[config.mk]
export PLATFORM = sky130hd
export DESIGN_NAME = aeolus_mc_core
export DESIGN_NICKNAME = d
export VERILOG_FILES = /design/src/rtl/aeolus_mc_core.sv
export SDC_FILE = /design/constraint.sdc
export NUM_CORES = 1
export LEC_CHECK = 0
export ABC_AREA = 1
export BUFFER_PORTS_ARGS = -buffer_cell sky130_fd_sc_hd__clkbuf_2
export CORE_MARGIN = 2
export CORE_UTILIZATION = 52
export DETAILED_ROUTE_END_ITERATION = 10
export PLACE_DENSITY = 0.75
export SLEW_MARGIN = 10
export SYNTH_ARGS = -nofsm -noshare
export SYNTH_HDL_FRONTEND = slang
export SYNTH_SLANG_ARGS = --single-unit
[constraint.sdc]
create_clock -name clk -period 1.6 [get_ports clk]
set_input_delay 0.16 -clock clk [delete_from_list [all_inputs] [get_ports clk]]
set_output_delay 0.16 -clock clk [all_outputs]
set_load 0.05 [all_outputs]
[src/rtl/aeolus_mc_core.sv]
// Aeolus multi-cycle accumulator core: FETCH/EXEC sequencer with a valid/ready output register.
// Optional build macro AEOLUS_PC_WRAP_HALT_EN: halt instead of wrapping the PC back to address 0.
module aeolus_mc_core #(
    parameter int unsigned DATA_W = 4,
    parameter int unsigned ADDR_W = 4
) (
    input  logic                  clk,
    input  logic                  reset,
    output logic [ADDR_W-1:0]     imem_addr,
    input  logic [3:0]            imem_data,
    input  logic [2*DATA_W-1:0]   switches,
    output logic [DATA_W-1:0]     out_data,
    output logic                  out_valid,
    input  logic                  out_ready,
    output logic                  carry,
    output logic                  halted
);

    typedef enum logic [1:0] {
        FETCH    = 2'd0,
        EXEC     = 2'd1,
        WAIT_OUT = 2'd2,
        HALT     = 2'd3
    } state_t;

    localparam logic [3:0] OP_NOP  = 4'h0;
    localparam logic [3:0] OP_LDA  = 4'h1;
    localparam logic [3:0] OP_LDB  = 4'h2;
    localparam logic [3:0] OP_LDO  = 4'h3;
    localparam logic [3:0] OP_CLR  = 4'h4;
    localparam logic [3:0] OP_ADD  = 4'h5;
    localparam logic [3:0] OP_SUB  = 4'h6;
    localparam logic [3:0] OP_AND  = 4'h7;
    localparam logic [3:0] OP_OR   = 4'h8;
    localparam logic [3:0] OP_XOR  = 4'h9;
    localparam logic [3:0] OP_INV  = 4'hA;
    localparam logic [3:0] OP_LSH  = 4'hB;
    localparam logic [3:0] OP_RSH  = 4'hC;
    localparam logic [3:0] OP_SNZA = 4'hD;
    localparam logic [3:0] OP_SNZS = 4'hE;
    localparam logic [3:0] OP_HLT  = 4'hF;

    state_t              state, state_nxt, done_state;
    logic [ADDR_W-1:0]   pc, pc_nxt;
    logic [3:0]          ir, ir_nxt;
    logic [DATA_W-1:0]   a, a_nxt, b, b_nxt, acc, acc_nxt, o, o_nxt;
    logic                c, c_nxt, vld, vld_nxt;
    logic                ldo_ok, skip_cond;
`ifdef AEOLUS_PC_WRAP_HALT_EN
    logic                wrap, wrap_nxt;
`endif

    always_ff @(posedge clk or negedge reset) begin
        if (!reset) begin
            state <= FETCH;
            pc    <= '0;
            ir    <= OP_NOP;
            a     <= '0;
            b     <= '0;
            acc   <= '0;
            o     <= '0;
            c     <= 1'b0;
            vld   <= 1'b0;
`ifdef AEOLUS_PC_WRAP_HALT_EN
            wrap  <= 1'b0;
`endif
        end else begin
            state <= state_nxt;
            pc    <= pc_nxt;
            ir    <= ir_nxt;
            a     <= a_nxt;
            b     <= b_nxt;
            acc   <= acc_nxt;
            o     <= o_nxt;
            c     <= c_nxt;
            vld   <= vld_nxt;
`ifdef AEOLUS_PC_WRAP_HALT_EN
            wrap  <= wrap_nxt;
`endif
        end
    end

    always_comb begin
        state_nxt = state;
        pc_nxt    = pc;
        ir_nxt    = ir;
        a_nxt     = a;
        b_nxt     = b;
        acc_nxt   = acc;
        o_nxt     = o;
        c_nxt     = c;
        // A pending O drains in every state, including HALT.
        vld_nxt   = vld & ~out_ready;
        ldo_ok    = ~vld | out_ready;
        skip_cond = 1'b0;
`ifdef AEOLUS_PC_WRAP_HALT_EN
        wrap_nxt   = wrap;
        done_state = wrap ? HALT : FETCH;
`else
        done_state = FETCH;
`endif

        case (state)
            FETCH: begin
                ir_nxt    = imem_data;
                pc_nxt    = pc + ADDR_W'(1);
                state_nxt = EXEC;
`ifdef AEOLUS_PC_WRAP_HALT_EN
                wrap_nxt  = (pc == '1);
`endif
            end
            EXEC: begin
                state_nxt = done_state;
                case (ir)
                    OP_NOP: ;
                    OP_LDA: a_nxt = switches[2*DATA_W-1:DATA_W];
                    OP_LDB: b_nxt = switches[DATA_W-1:0];
                    OP_LDO: begin
                        if (ldo_ok) begin
                            o_nxt   = acc;
                            vld_nxt = 1'b1;
                        end else begin
                            state_nxt = WAIT_OUT;
                        end
                    end
                    OP_CLR: begin
                        acc_nxt = '0;
                        c_nxt   = 1'b0;
                    end
                    OP_ADD: {c_nxt, acc_nxt} = {1'b0, a} + {1'b0, b};
                    OP_SUB: begin
                        acc_nxt = a - b;
                        c_nxt   = (a < b);
                    end
                    OP_AND: acc_nxt = a & b;
                    OP_OR:  acc_nxt = a | b;
                    OP_XOR: acc_nxt = a ^ b;
                    OP_INV: acc_nxt = ~a;
                    OP_LSH: begin
                        acc_nxt = acc << 1;
                        c_nxt   = acc[DATA_W-1];
                    end
                    OP_RSH: begin
                        acc_nxt = acc >> 1;
                        c_nxt   = acc[0];
                    end
                    OP_SNZA: skip_cond = (a != '0);
                    OP_SNZS: skip_cond = (acc != '0);
                    OP_HLT:  state_nxt = HALT;
                    default: ;
                endcase
                if (skip_cond) begin
                    pc_nxt = pc + ADDR_W'(1);
`ifdef AEOLUS_PC_WRAP_HALT_EN
                    if (pc == '1)
                        state_nxt = HALT;
`endif
                end
            end
            WAIT_OUT: begin
                if (ldo_ok) begin
                    o_nxt     = acc;
                    vld_nxt   = 1'b1;
                    state_nxt = done_state;
                end
            end
            HALT: ;
            default: state_nxt = FETCH;
        endcase
    end

    assign imem_addr = pc;
    assign out_data  = o;
    assign out_valid = vld;
    assign carry     = c;
    assign halted    = (state == HALT);

endmodule

# After elaboration in Yosys (flattened, before gate mapping)
# Index checks and enable logic that the tools add are counted.
[totals] reg_bits=28 latchBits=0 ram_bits=0 rom_bits=0 input_bits=15 output_inout_bits=11 elab_cells=73 n_memories=0
[op_classes] n_addsub=3 mul=0 div_mod_pow=0 magnitude_cmp=1 eq_ne=21 shift=0 muxes=16 bitwise=8 n_reduce_logical=15
[ops] cell="$pmux W4 S9" n=1
[ops] cell="$eq A4 B4 Y1 const B" n=8
[ops] cell="$eq A4 B3 Y1 const B" n=4
[ops] cell="$pmux W4 S2" n=2
[ops] cell="$reduce_and A2 Y1" n=7
[ops] cell="$mux W4" n=3
[ops] cell="$reduce_bool A9 Y1" n=1
[ops] cell="$eq A4 B2 Y1 const B" n=2
[ops] cell="$reduce_bool A4 Y1" n=2
[ops] cell="$pmux W2 S3" n=1
[ops] cell="$add A4 B4 Y5" n=1
[ops] cell="$pmux W1 S5" n=1
[ops] cell="$reduce_bool A5 Y1" n=1
[ops] cell="$add A4 B1 Y4 const B" n=1
[ops] cell="$and A4 B4 Y4" n=1
[ops] cell="$eq A2 B2 Y1 const B" n=2
[ops] cell="$eq A4 B1 Y1 const B" n=1
[ops] cell="$lt A4 B4 Y1" n=1
[ops] cell="$mux W2" n=2
[ops] cell="$ne A2 B2 Y1 const B" n=2
[ops] cell="$not A4 Y4" n=1
[ops] cell="$or A4 B4 Y4" n=1
[ops] cell="$pmux W1 S2" n=2
[ops] cell="$pmux W2 S2" n=1
[ops] cell="other kinds (11)" n=15

# Logic depth before layout (Yosys ltp)
[logic_depth] word_depth=5 ltp_mapped=11 depth_no_buf=11

# Worst setup path before layout
# OpenSTA, ideal clock, no wires.
[synth_path] kind="reg-to-reg" startpoint="reg a[0]" endpoint="reg acc[2]" setup_time_ns=0.117 arrival_time_ns=1.590 t_required_ns=1.483 slack_ns=-0.106 path_stages_with_launch=10 n_path_buf=0 synth_period_minus_slack_ns=1.706 path_cell_list="dfrtp_1 -> ha_1 -> fa_1 -> or2_2 -> nand3_1 -> nand2_1 -> nor2_1 -> nand2_1 -> nand2_1 -> nand2_1"
[synth_between] elab_chain_cells=2 word_cells_on_any_way=3 cone_classes="add/sub (2); mux (1)"
[synth_rtl] item="start, declared" line="46" source="logic [DATA_W-1:0] a, a_nxt, b, b_nxt, acc, acc_nxt, o, o_nxt;"
[synth_rtl] item="start signal, assigned" line="71" source="a <= a_nxt;"
[synth_rtl] item="$sub A4 B4 Y4 / $add A4 B4 Y5 (equally long branches)" line="132, 130"
[synth_rtl] item="$pmux W4 S9 *" line="114" source="case (ir)"
[synth_rtl] item="end signal, assigned" line="73" source="acc <= acc_nxt;"
[synth_rtl] item="end, declared" line="46"
# Mark *: on every way between the ends. The rest lies on a longest branch, timed or not.
# A chain may end at the register's enable or synchronous reset.

# Worst setup path after layout
[layout_path] startpoint="reg b[0]" endpoint="reg acc[2]"
[layout_between] elab_chain_cells=2 word_cells_on_any_way=3 cone_classes="add/sub (2); mux (1)"
[layout_rtl] item="start, declared" line="46"
[layout_rtl] item="start signal, assigned" line="72" source="b <= b_nxt;"
[layout_rtl] item="$sub A4 B4 Y4 / $add A4 B4 Y5 (equally long branches)" line="132, 130"
[layout_rtl] item="$pmux W4 S9 *" line="114"
# Marks and branches as above.

==> insert_results.sql <==
INSERT INTO impl_metrics (metric_group, metric, value, unit) VALUES
('status', 'status', 'finished, violations left', ''),
('status', 'violations_in_the_final_reports', 'setup timing', ''),
('sta', 'actual_slew_at_the_worst_max_slew_pin', '0.704', 'ns'),
('yosys', 'ys_async_sr_fraction', '100', '%'),
('clocking', 'ctsRootBufferMaster', 'clkbuf_8', ''),
('finish', 'mostFrequentLayoutCell', 'nand2_1', ''),
('route', 'avgViaCountPerCell', '5.19', ''),
('die', 'dieHeight', '64.8', 'um'),
('sta', 'achievable_clock_frequency', '579', 'MHz'),
('route', 'ant_nets', '0', ''),
('yosys', 'synth_edf_count', '0', ''),
('yosys', 'syn_inst', '266', ''),
('finish', 'layout.nets', '350', ''),
('pwr', 'power_switching', '2.60', 'mW'),
('setup_path', 'worst_ep_arrival_time', '1.91', 'ns'),
('setup_path', 'end_kind', 'flip-flop', ''),
('sta', 'max-slew-margin-rel', '53.0', '%'),
('global_route', 'global_route.usage.total', '23.1', '%'),
('sta', 'grt_setup_unrepaired', 'yes', ''),
('die', 'die-width', '64.8', 'um'),
('finish', 'flow.area_growth_from_synthesis', '26.7', '%'),
('yosys', 'netlist_area_pre_place', '0.00192', 'mm2'),
('global_route', 'grt_max_degree', '29', ''),
('yosys', 'synth-seq-area-share', '36.5', '%'),
('die', 'floorplan.rows', '22', ''),
('die', 'floorplan.die_area', '0.00419', 'mm2'),
('sta', 'skew', '0.00296', 'ns'),
('finish', 'mostFrequentLayoutCells', '78 x nand2_1, 30 x nor2_1, 29 x inv_1, 25 x dfrtp_1, 25 x clkbuf_2', ''),
('setup_path', 'critical_path.reg2reg.endpoint', 'acc[2]', ''),
('die', 'pin_count', '26', ''),
('pwr', 'total_leakage_power', '1.28', 'nW'),
('place', 'buffer_ports.inserted', '25', ''),
('sta', 'final_period_minus_worst_setup_slack', '1.73', 'ns'),
('global_route', 'vias_in_the_first_global_route', '1729', ''),
('yosys', 'synth_area_per_cell', '7.22', 'um2'),
('yosys', 'postSynthRegisterBits', '28', ''),
('setup_path', 'rrSetupSlack', '-0.13', 'ns'),
('clocking', 'cts.htree.levels', '1', ''),
('clocking', 'clkTransAtPathRegs', '0.10', 'ns'),
('finish', 'final_core_area_utilization', '67.4', '%'),
('finish', 'n_antenna_cell', '0', ''),
('pwr', 'sw_frac_of_total', '49.6', '%'),
('pwr', 'sequentialPowerShare', '25.1', '%'),
('finish', 'drive_above_1_share', '25.5', '%'),
('flow_run', 'cap_violations', '0', ''),
('pwr', 'vdd.ir_drop.worst', '1.28', 'mV'),
('die', 'coreArea', '0.00361', 'mm2'),
('route', 'count_of_unresolved_drc_violations_after_routing', '0', ''),
('route', 'drtIter0Drc', '92', ''),
('pwr', 'clock_network_fraction_of_design_power', '10.9', '%'),
('clocking', 'clk_path_buf_depth', '2', ''),
('pwr', 'internal-power', '2.64', 'mW'),
('worst_hold_path', 'worstHoldPathCells', '3', ''),
('sta', 'setup_viol_count_final', '2', ''),
('setup_path', 'worst_r2r_path_depth', '9', ''),
('clocking', 'cts_made_buffers', '3', ''),
('place', 'placedCellCount', '354', ''),
('setup_path', 'timing.critical_path.required', '1.79', 'ns'),
('yosys', 'synthDistinctLibCells', '26', ''),
('global_route', 'globalRouteOverflowTotal', '0', ''),
('worst_hold_path', 'min_from', 'imem_data[3]', ''),
('global_route', 'first_pass_grt_wire_length', '7400', 'um'),
('yosys', 'synth_top_flop_cell', 'dfrtp_1', ''),
('pwr', 'power_per_cell_area', '2160', 'mW/mm2'),
('setup_path', 'setup.worst_path.class', 'flip-flop to flip-flop', ''),
('sta', 'post-route-period-util', '108', '%'),
('route', 'route.vias.total', '1877', ''),
('worst_hold_path', 'timing.hold.worst.class', 'input pin to flip-flop', ''),
('sta', 'final_max_slew_viol_count', '0', ''),
('sta', 'postLayoutSetupSlackWorst', '-0.128', 'ns'),
('setup_path', 'critPathMaxFanout', '3', '');
worst max-delay path by stage:
stage / from / end / depth (start not counted)
detailed placement: b[0] / acc[2] / 9
global placement: b[0] / carry / 8
finish: b[0] / acc[2] / 9
global route: a[0] / acc[2] / 11
CTS: a[0] / acc[2] / 11
floorplan: b[0] / acc[2] / 9
area by class of cell:
class,instances,area [um2]
Timing Repair Buffer,45,282
Clock buffer,3,41.3
Sequential cell,28,704
Clock inverter,1,30.0
Inverter,34,128
Fill cell,311,1170
Tap cell,48,60.1
Multi-Input combinational cell,203,1190
cell families (layout without fill, tap and decap cells):
logic type | after synthesis | in the layout | share of synthesized area (%)
XOR/XNOR | 2 | 2 | 0.913
flip-flops | 28 | 28 | 36.5
adder cells (fa/ha/maj) | 20 | 20 | 13.8
AO/OA/AOI/OAI | 40 | 40 | 11.4
AND/OR/NAND/NOR | 141 | 141 | 30.5
buffers and inverters | 35 | 83 | 6.84
critical path: stages (launching register included):
cell and delay (ns):
dfrtp_2 0.46, ha_4 0.18, fa_2 0.39, or2_4 0.24, nand3_2 0.06, nand2_1 0.04
nor2_1 0.09, nand2_1 0.06, nand2_1 0.06, nand2_1 0.05
Yosys cell counts (2+ instances only):
cell	number	share of area, %
nor2_1	30	5.9
a21oi_1	12	3.1
o21ai_0	22	5.7
nand2_1	80	16
fa_1	2	2.1
dfrtp_1	28	37
ha_1	18	12
nand3_1	20	5.2
nand2_2	2	0.65
inv_1	33	6.5
nor2_2	2	0.65
nand4_1	3	0.98
repair_timing:
item | 4_1_cts | 5_1_grt
resized for setup | 8 | 14
hold buffers | 1 | 0
buffers inserted | 1 | 2
gates cloned | 0 | 0
pin swaps | 8 | 9
endpoints found under the hold margin | 28 | 0
endpoints found under the setup margin | 3 | 12
sequential cells by signal, summed over array words and instances, names as in the netlist:
name       flops
a              4
acc            4
b              4
carry          1
imem_addr      4
ir             4
out_data       4
out_valid      1
state          2
metrics by stage:
stage	cell area, um2	hold WS [ns]	power, mW	setup TNS (ns)	worst slack (ns)
2_1_floorplan	1950	-0.136	3.34	-0.0350	-0.0312
3_3_place_gp	2250	0.247	4.28	-0.123	-0.0619
3_5_place_dp	2250	0.249	4.35	-0.211	-0.107
4_1_cts	2360	0.0838	5.02	-0.109	-0.0980
5_1_grt	2430	0.0955	5.69	-0.476	-0.209
6_report	2430	0.0844	5.24	-0.188	-0.128
power groups by stage:
stage | clock network [mW] | registers, mW | logic (mW)
after global placement | 0 | 1.29 | 2.99
after floorplan | 0 | 1.55 | 1.79
final | 0.573 | 1.31 | 3.36
after CTS | 0.580 | 1.31 | 3.13
after global routing | 0.606 | 1.36 | 3.73
after detailed placement | 0 | 1.31 | 3.04
routing by layer:
metal	GRT usage (%)	wire length [um]
met5	0	0
met4	9.84	146
met2	43.3	2310
met1	26.2	1900
met3	2.60	191
Power figures use the tool's default switching activity.
